`src/rtl/nested_loop_counter.sv`:
```
// nested_loop_counter
//   Two-level nested loop counter for FIR tap and CNN kernel/window address
//   generation. The inner index sweeps 0..inner limit; each time it wraps, the
//   outer index steps, until both reach their limits. Limits are inclusive and
//   latched when a run is accepted.
//
//   Optional feature macro: NESTED_LOOP_COUNTER_RESTART_EN
//     defined   : start_i during a run aborts it (no done_o) and restarts at
//                 (0,0) with freshly latched limits. Restart beats stall_i and
//                 the final-beat advance.
//     undefined : start_i is ignored while busy_o is high.
//
// Ports
//   clk_i         clock
//   reset_i       asynchronous, active-high reset
//   start_i       start request, sampled while idle
//   stall_i       hold the current beat
//   inner_max_i   inner limit (inclusive), latched on accepted start
//   outer_max_i   outer limit (inclusive), latched on accepted start
//   valid_o       current index pair is a valid beat
//   inner_o       inner index
//   outer_o       outer index
//   last_inner_o  valid beat with inner index at its limit
//   last_o        valid final beat of the run
//   busy_o        run in progress
//   done_o        one-cycle pulse after the final beat advances
//
// state | meaning
// IDLE  | no run; waiting for start_i, indices held at 0
// COUNT | presenting beats; valid_o = busy_o = 1

module nested_loop_counter #(
    parameter int INNER_WIDTH = 8,
    parameter int OUTER_WIDTH = 8
) (
    input  logic                   clk_i,
    input  logic                   reset_i,
    input  logic                   start_i,
    input  logic                   stall_i,
    input  logic [INNER_WIDTH-1:0] inner_max_i,
    input  logic [OUTER_WIDTH-1:0] outer_max_i,
    output logic                   valid_o,
    output logic [INNER_WIDTH-1:0] inner_o,
    output logic [OUTER_WIDTH-1:0] outer_o,
    output logic                   last_inner_o,
    output logic                   last_o,
    output logic                   busy_o,
    output logic                   done_o
);

    typedef enum logic {
        IDLE  = 1'b0,
        COUNT = 1'b1
    } state_t;

    state_t                 state;
    logic [INNER_WIDTH-1:0] inner_lim;
    logic [OUTER_WIDTH-1:0] outer_lim;

    logic inner_end;
    logic outer_end;
    logic advance;

    // Equality against the latched limits only; no limit-1 arithmetic, so an
    // all-ones limit never wraps early.
    assign inner_end = (inner_o == inner_lim);
    assign outer_end = (outer_o == outer_lim);
    assign advance   = valid_o && !stall_i;

    assign last_inner_o = valid_o && inner_end;
    assign last_o       = valid_o && inner_end && outer_end;

    always_ff @(posedge clk_i or posedge reset_i) begin
        if (reset_i) begin
            state     <= IDLE;
            inner_o   <= '0;
            outer_o   <= '0;
            inner_lim <= '0;
            outer_lim <= '0;
            valid_o   <= 1'b0;
            busy_o    <= 1'b0;
            done_o    <= 1'b0;
        end else begin
            done_o <= 1'b0;
            case (state)
                IDLE: begin
                    if (start_i) begin
                        inner_lim <= inner_max_i;
                        outer_lim <= outer_max_i;
                        inner_o   <= '0;
                        outer_o   <= '0;
                        valid_o   <= 1'b1;
                        busy_o    <= 1'b1;
                        state     <= COUNT;
                    end
                end
                COUNT: begin
`ifdef NESTED_LOOP_COUNTER_RESTART_EN
                    if (start_i) begin
                        inner_lim <= inner_max_i;
                        outer_lim <= outer_max_i;
                        inner_o   <= '0;
                        outer_o   <= '0;
                    end else if (advance) begin
`else
                    if (advance) begin
`endif
                        if (inner_end) begin
                            inner_o <= '0;
                            if (outer_end) begin
                                // Final beat consumed: leave with a done pulse.
                                outer_o <= '0;
                                valid_o <= 1'b0;
                                busy_o  <= 1'b0;
                                done_o  <= 1'b1;
                                state   <= IDLE;
                            end else begin
                                outer_o <= outer_o + OUTER_WIDTH'(1);
                            end
                        end else begin
                            inner_o <= inner_o + INNER_WIDTH'(1);
                        end
                    end
                end
                default: state <= IDLE;
            endcase
        end
    end

endmodule
```
`config.mk`:
```
export PLATFORM = sky130hd
export DESIGN_NAME = nested_loop_counter
export DESIGN_NICKNAME = d
export VERILOG_FILES = /design/src/rtl/nested_loop_counter.sv
export SDC_FILE = /design/constraint.sdc
export NUM_CORES = 1
export LEC_CHECK = 0
export CORE_ASPECT_RATIO = 1.4
export CORE_MARGIN = 5
export CORE_UTILIZATION = 40
export DETAILED_ROUTE_END_ITERATION = 10
export GPL_TIMING_DRIVEN = 0
export HOLD_SLACK_MARGIN = 0.08
export PLACE_DENSITY = 0.69
export SKIP_LAST_GASP = 1
export SLEW_MARGIN = 20
export SYNTH_ARGS = -nofsm -noshare
export SYNTH_HDL_FRONTEND = slang
export SYNTH_SLANG_ARGS = --single-unit
```
`constraint.sdc`:
```
create_clock -name clk_i -period 4.4 [get_ports clk_i]
set_input_delay 0.44 -clock clk_i [delete_from_list [all_inputs] [get_ports clk_i]]
set_output_delay 0.44 -clock clk_i [all_outputs]
set_load 0.01 [all_outputs]
```
## After elaboration in Yosys (flattened, before gate mapping)

Index checks and enable logic that the tools add are counted.

| storage, ports and cells | value |
|---|---|
| logic and storage cells | 46 |
| output and inout bits | 21 |
| bits in registers | 35 |

| cells by class | value |
|---|---|
| reduce and logical (&&, ||, !) cells | 8 |
| multiplexer cells | 22 |
| eq/ne operators | 6 |
| add/sub/neg operators | 2 |
| bitwise operators | 1 |

Operators with widths:

| operator | number |
|---|---|
| 2-to-1 mux 8 bit | 6 |
| one-hot mux 8 bit (2 select lines) | 2 |
| adder 8 x 1 -> 8 bit (second input constant) | 2 |
| equality test 8 bit | 2 |
| 2-to-1 mux 1 bit | 12 |
| inequality test 2 x 1 -> 1 bit (second input constant) | 3 |
| one-hot mux 1 bit (2 select lines) | 2 |
| AND reduction 2 bit | 2 |
| AND reduction 4 bit | 1 |
| logical AND 1 bit | 3 |
| AND reduction 3 bit | 1 |
| inequality test 2 bit (second input constant) | 1 |
| logical NOT 1 bit | 1 |
| inverter 1 bit | 1 |

## Longest topological paths before layout

Gate-level depths: netlist (run 1).

| depth | value |
|---|---|
| word-level depth | 5 |
| mapped depth | 7 |
| gate-level depth less buffers | 6 |

## Least setup slack after synthesis (run 1)

OpenSTA, ideal clock, no wires.

| path | value |
|---|---|
| kind | flip-flop to output port |
| start | reg inner_o[1] |
| end | out last_o |
| cell stages (with the launch flop) | 6 |
| arrival time | 1.482 ns |
| path slack | 2.478 ns |
| data required time | 3.960 ns |
| buffers on the path | 1 |
| cells stage by stage | dfrtp_1 -> xor2_1 -> nor4_4 -> nand2_2 -> buf_6 -> nor3_1 |

| between the ends | value |
|---|---|
| cells in the longest elaborated chain, start to end | 3 |

Ends and longest elaborated chain:

| what | line | RTL |
|---|---|---|
| start: declaration | 43 | `output logic [INNER_WIDTH-1:0] inner_o,` |
| start signal: assignment | 121 | `inner_o <= inner_o + INNER_WIDTH'(1);` |
| equality test 8 bit | 66 | `assign inner_end = (inner_o == inner_lim);` |
| logical AND 1 bit (2 in a row) | 71 | `assign last_o = valid_o && inner_end && outer_end;` |
| end: declaration | 46 | `output logic last_o,` |

Every way passes these cells.

## Worst setup path in the final report (run 1)

| path | value |
|---|---|
| start | reg outer_o[5] |
| end | out last_o |

| between the ends | value |
|---|---|
| cells in the longest elaborated chain, start to end | 2 |

Ends and longest elaborated chain:

| what | line | RTL |
|---|---|---|
| start: declaration | 44 | `output logic [OUTER_WIDTH-1:0] outer_o,` |
| start signal: assignment | 118 | `outer_o <= outer_o + OUTER_WIDTH'(1);` |
| equality test 8 bit | 67 | `assign outer_end = (outer_o == outer_lim);` |
| logical AND 1 bit | 71 |  |

Every way passes these cells.

==> qor.csv, run 1 <==
metric;value;unit
worst min-delay path category;flip-flop to flip-flop;
Synth Area in Compound Gates;10.2;%
Cell Area, Synth;0.00185;mm^2
CP startpoint kind;flip-flop;
post-synthesis xor/xnor area fraction;9.92;%
Slew headroom;52.6;%
DRC violations left;0;
Antenna diodes;0;
H-tree depth;2;
total grt overflow;0;
die area;0.00612;mm^2
most frequent cells in the layout;40 x clkdlybuf4s50_1, 35 x dfrtp_1, 17 x mux2_2;
critical path class;flip-flop to primary output;
Max Transition Viols Final;0;
ratio of cells with drive above 1 in the final layout;20.1;%
die extent in x;67.5;um
P_leak;0.00102;uW
vias per inst;5.09;
area of the core;0.00450;mm^2
total power;994;uW
Netlist cell types;41;
commonest non-fill, non-tap cell in the layout;clkdlybuf4s50_1;
Layout Skew;0.00647;ns
Synth Area in Adders;1.35;%
Final ANT Viol Nets;0;
vias in the first global route;1576;
final setup vio count;0;
Pwr Density;412;mW/mm^2
Root Driver;clkbuf_8;
RSZ-0062 raised after global routing;false;
Clock Latency Late Sink;0.29;ns
Layout Nets;235;
area added between synthesis and finish;30.2;%
first-pass GRT wire length;7.22;mm
worst-case clock buffer depth;2;
clock-pin slew on the worst setup and hold paths;0.07;ns
Post-Synth Simple-Gate Area;17.3;%
fin crit share;62.9;%
Via Count;1404;
Worst-Margin Slew;0.710;ns
Critical Path Fanout Max;7;
initial antenna violation count;0;
drt wl/cell;14.7;um
Top FF cell, synth;dfrtp_1;
DIE HEIGHT;90.6;um
largest net degree at the start of global routing;36;
hold_buf cts;0;
# IOs;41;
number of gates resized after CTS;0;
GRT Overall Usage;15.4;%
Seq/Total Area, Yosys;47.2;%
TritonCTS Buffers;5;
TNS Setup;0;ns
Initial DRC Count;61;
Post-synth EDFFs;0;
FMAX;0.361;GHz
Routed Wire Length;4.06;mm
TritonRoute pass-1 iters;4;
Mean Syn Cell Area;11.2;um^2
outcome;finished clean;
IR drop worst, VDD;0.296;mV
Critical Path End Type;primary output;
synthesis warning total;0;
CTS Sinks;35;
fin util;53.6;%
mux cell area share after synthesis;10.9;%
Final HPWL DP;3.03;mm
Port-buffer cells;40;
FFs w/ async S/R, synth;100;%
Initial Util;41.2;%
std cell rows;29;
crit path DAT;2.33;ns
post-CTS setup buffer count;0;
minimum clock period;2.77;ns
largest family of logic cells by synthesized area;simple AND/OR/NAND/NOR gates;
Mapped Nets;188;
gp weighted congestion;0.754;
max_cap viols;0;
Seq cells post-synth;35;
CTS tree;built;
Worst EP required;3.96;ns
cells after synthesis;166;
final hold violations;0;
==> cell families (layout without fill, tap and decap cells) <==
kind of cell	after synthesis	in the layout
simple gates	58	58
flops	35	35
compound gates	21	21
xor+xnor	21	21
mux	18	18
buf+inv	11	59
fa+ha+maj	2	2
==> cell type report <==
class / instances / area [um^2]
Fill cell: 432 / 2090
Buffer: 7 / 42.5
Clock inverter: 1 / 5.00
Sequential cell: 35 / 876
Multi-Input combinational cell: 120 / 921
Timing Repair Buffer: 40 / 400
Tap cell: 62 / 77.6
Inverter: 4 / 15.0
Clock buffer: 7 / 76.3
==> metal layers <==
layer / global-route usage [%] / routed length, um / up-vias / share of wire, %
li1: - / - / 677 / -
met1: 18.5 / 1680 / 677 / 41
met2: 25.7 / 2110 / 42 / 52
met3: 3.99 / 188 / 8 / 4.6
met4: 5.92 / 87 / 0 / 2.1
met5: 0 / 0 / - / 0
==> sequential cells by signal, indices dropped and copies added, names as in the netlist <==
register   cells
inner_lim      8
inner_o        8
outer_lim      8
outer_o        8
busy_o         1
done_o         1
state          1
==> worst paths after layout <==
path / startpoint / end / slack [ns] / depth (start not counted)
setup / recovery: outer_o[5]$_DFFE_PP0P_ / last_o / 1.63 / 6
hold / removal: inner_lim[4]$_DFFE_PP0P_ / inner_lim[4]$_DFFE_PP0P_ / 0.53 / 1
setup reg to reg: inner_o[1]$_DFFE_PP0P_ / outer_o[0]$_DFFE_PP0P_ / 2.42 / 5
hold reg to reg: inner_lim[4]$_DFFE_PP0P_ / inner_lim[4]$_DFFE_PP0P_ / 0.53 / 1
max in group asynchronous: reset_i / inner_o[3]$_DFFE_PP0P_ / 3.35 / 2
min in group asynchronous: reset_i / outer_lim[1]$_DFFE_PP0P_ / 0.59 / 2
==> cell usage after synthesis (2+ instances only) <==
cell | count | area share (%)
dfrtp_1 | 35 | 47
mux2_2 | 17 | 10
nand2_1 | 14 | 2.8
nor2_1 | 14 | 2.8
xor2_1 | 11 | 5.2
xnor2_1 | 10 | 4.7
nand3_1 | 6 | 1.6
buf_2 | 4 | 1.1
inv_1 | 4 | 0.81
nand4_1 | 4 | 1.3
a21oi_1 | 3 | 0.81
a22o_1 | 3 | 1.4
nor3_1 | 3 | 0.81
o21ai_0 | 3 | 0.81
or2_2 | 3 | 1.0
and3_1 | 2 | 0.67
ha_1 | 2 | 1.3
nor2b_1 | 2 | 0.67
nor4_1 | 2 | 0.67
nor4_4 | 2 | 2.3
o41ai_2 | 2 | 1.8
==> stage by stage <==
stage	hold WS (ns)	setup WS, ns	instance area [um^2]	instances
after floorplan	0.501	2.48	1850	166
after global placement	0.512	1.94	2330	268
after detailed placement	0.517	1.92	2330	268
after CTS	0.532	1.59	2410	276
after global routing	0.558	1.45	2410	276
final	0.528	1.63	2410	276
==> report_power, final <==
group          leakage [uW]  internal (uW)  switching, uW
Clock             0.0000422            111            111
Combinational      0.000564            181            145
Sequential         0.000411            370           76.1
==> critical path: stages (launching register included) <==
cell	delay (ns)
dfrtp_1	0.35
clkbuf_1	0.27
xnor2_1	0.16
nand4_1	0.13
or2_2	0.34
nor3_1	0.21
clkdlybuf4s50_1	0.57
Power figures use the tool's default switching activity.
==> inputs of run 2 (changes only) <==
==> constraint.sdc (replaced) <==
create_clock -name clk_i -period 2.8 [get_ports clk_i]
set_input_delay 0.28 -clock clk_i [delete_from_list [all_inputs] [get_ports clk_i]]
set_output_delay 0.28 -clock clk_i [all_outputs]
set_load 0.01 [all_outputs]
==> results of run 2 <==
The final DEF is identical to that of run 1. Status: finished clean.
Among the figures that moved: setup slack after placement 1.92 ns -> 0.481 ns; setup slack after layout 1.63 ns -> 0.193 ns; hold slack 0.528 ns -> 0.428 ns; register-to-register setup slack 2.42 ns -> 0.82 ns; total power 994 uW -> 1560 uW; worst IR drop on VDD 0.296 mV -> 0.464 mV
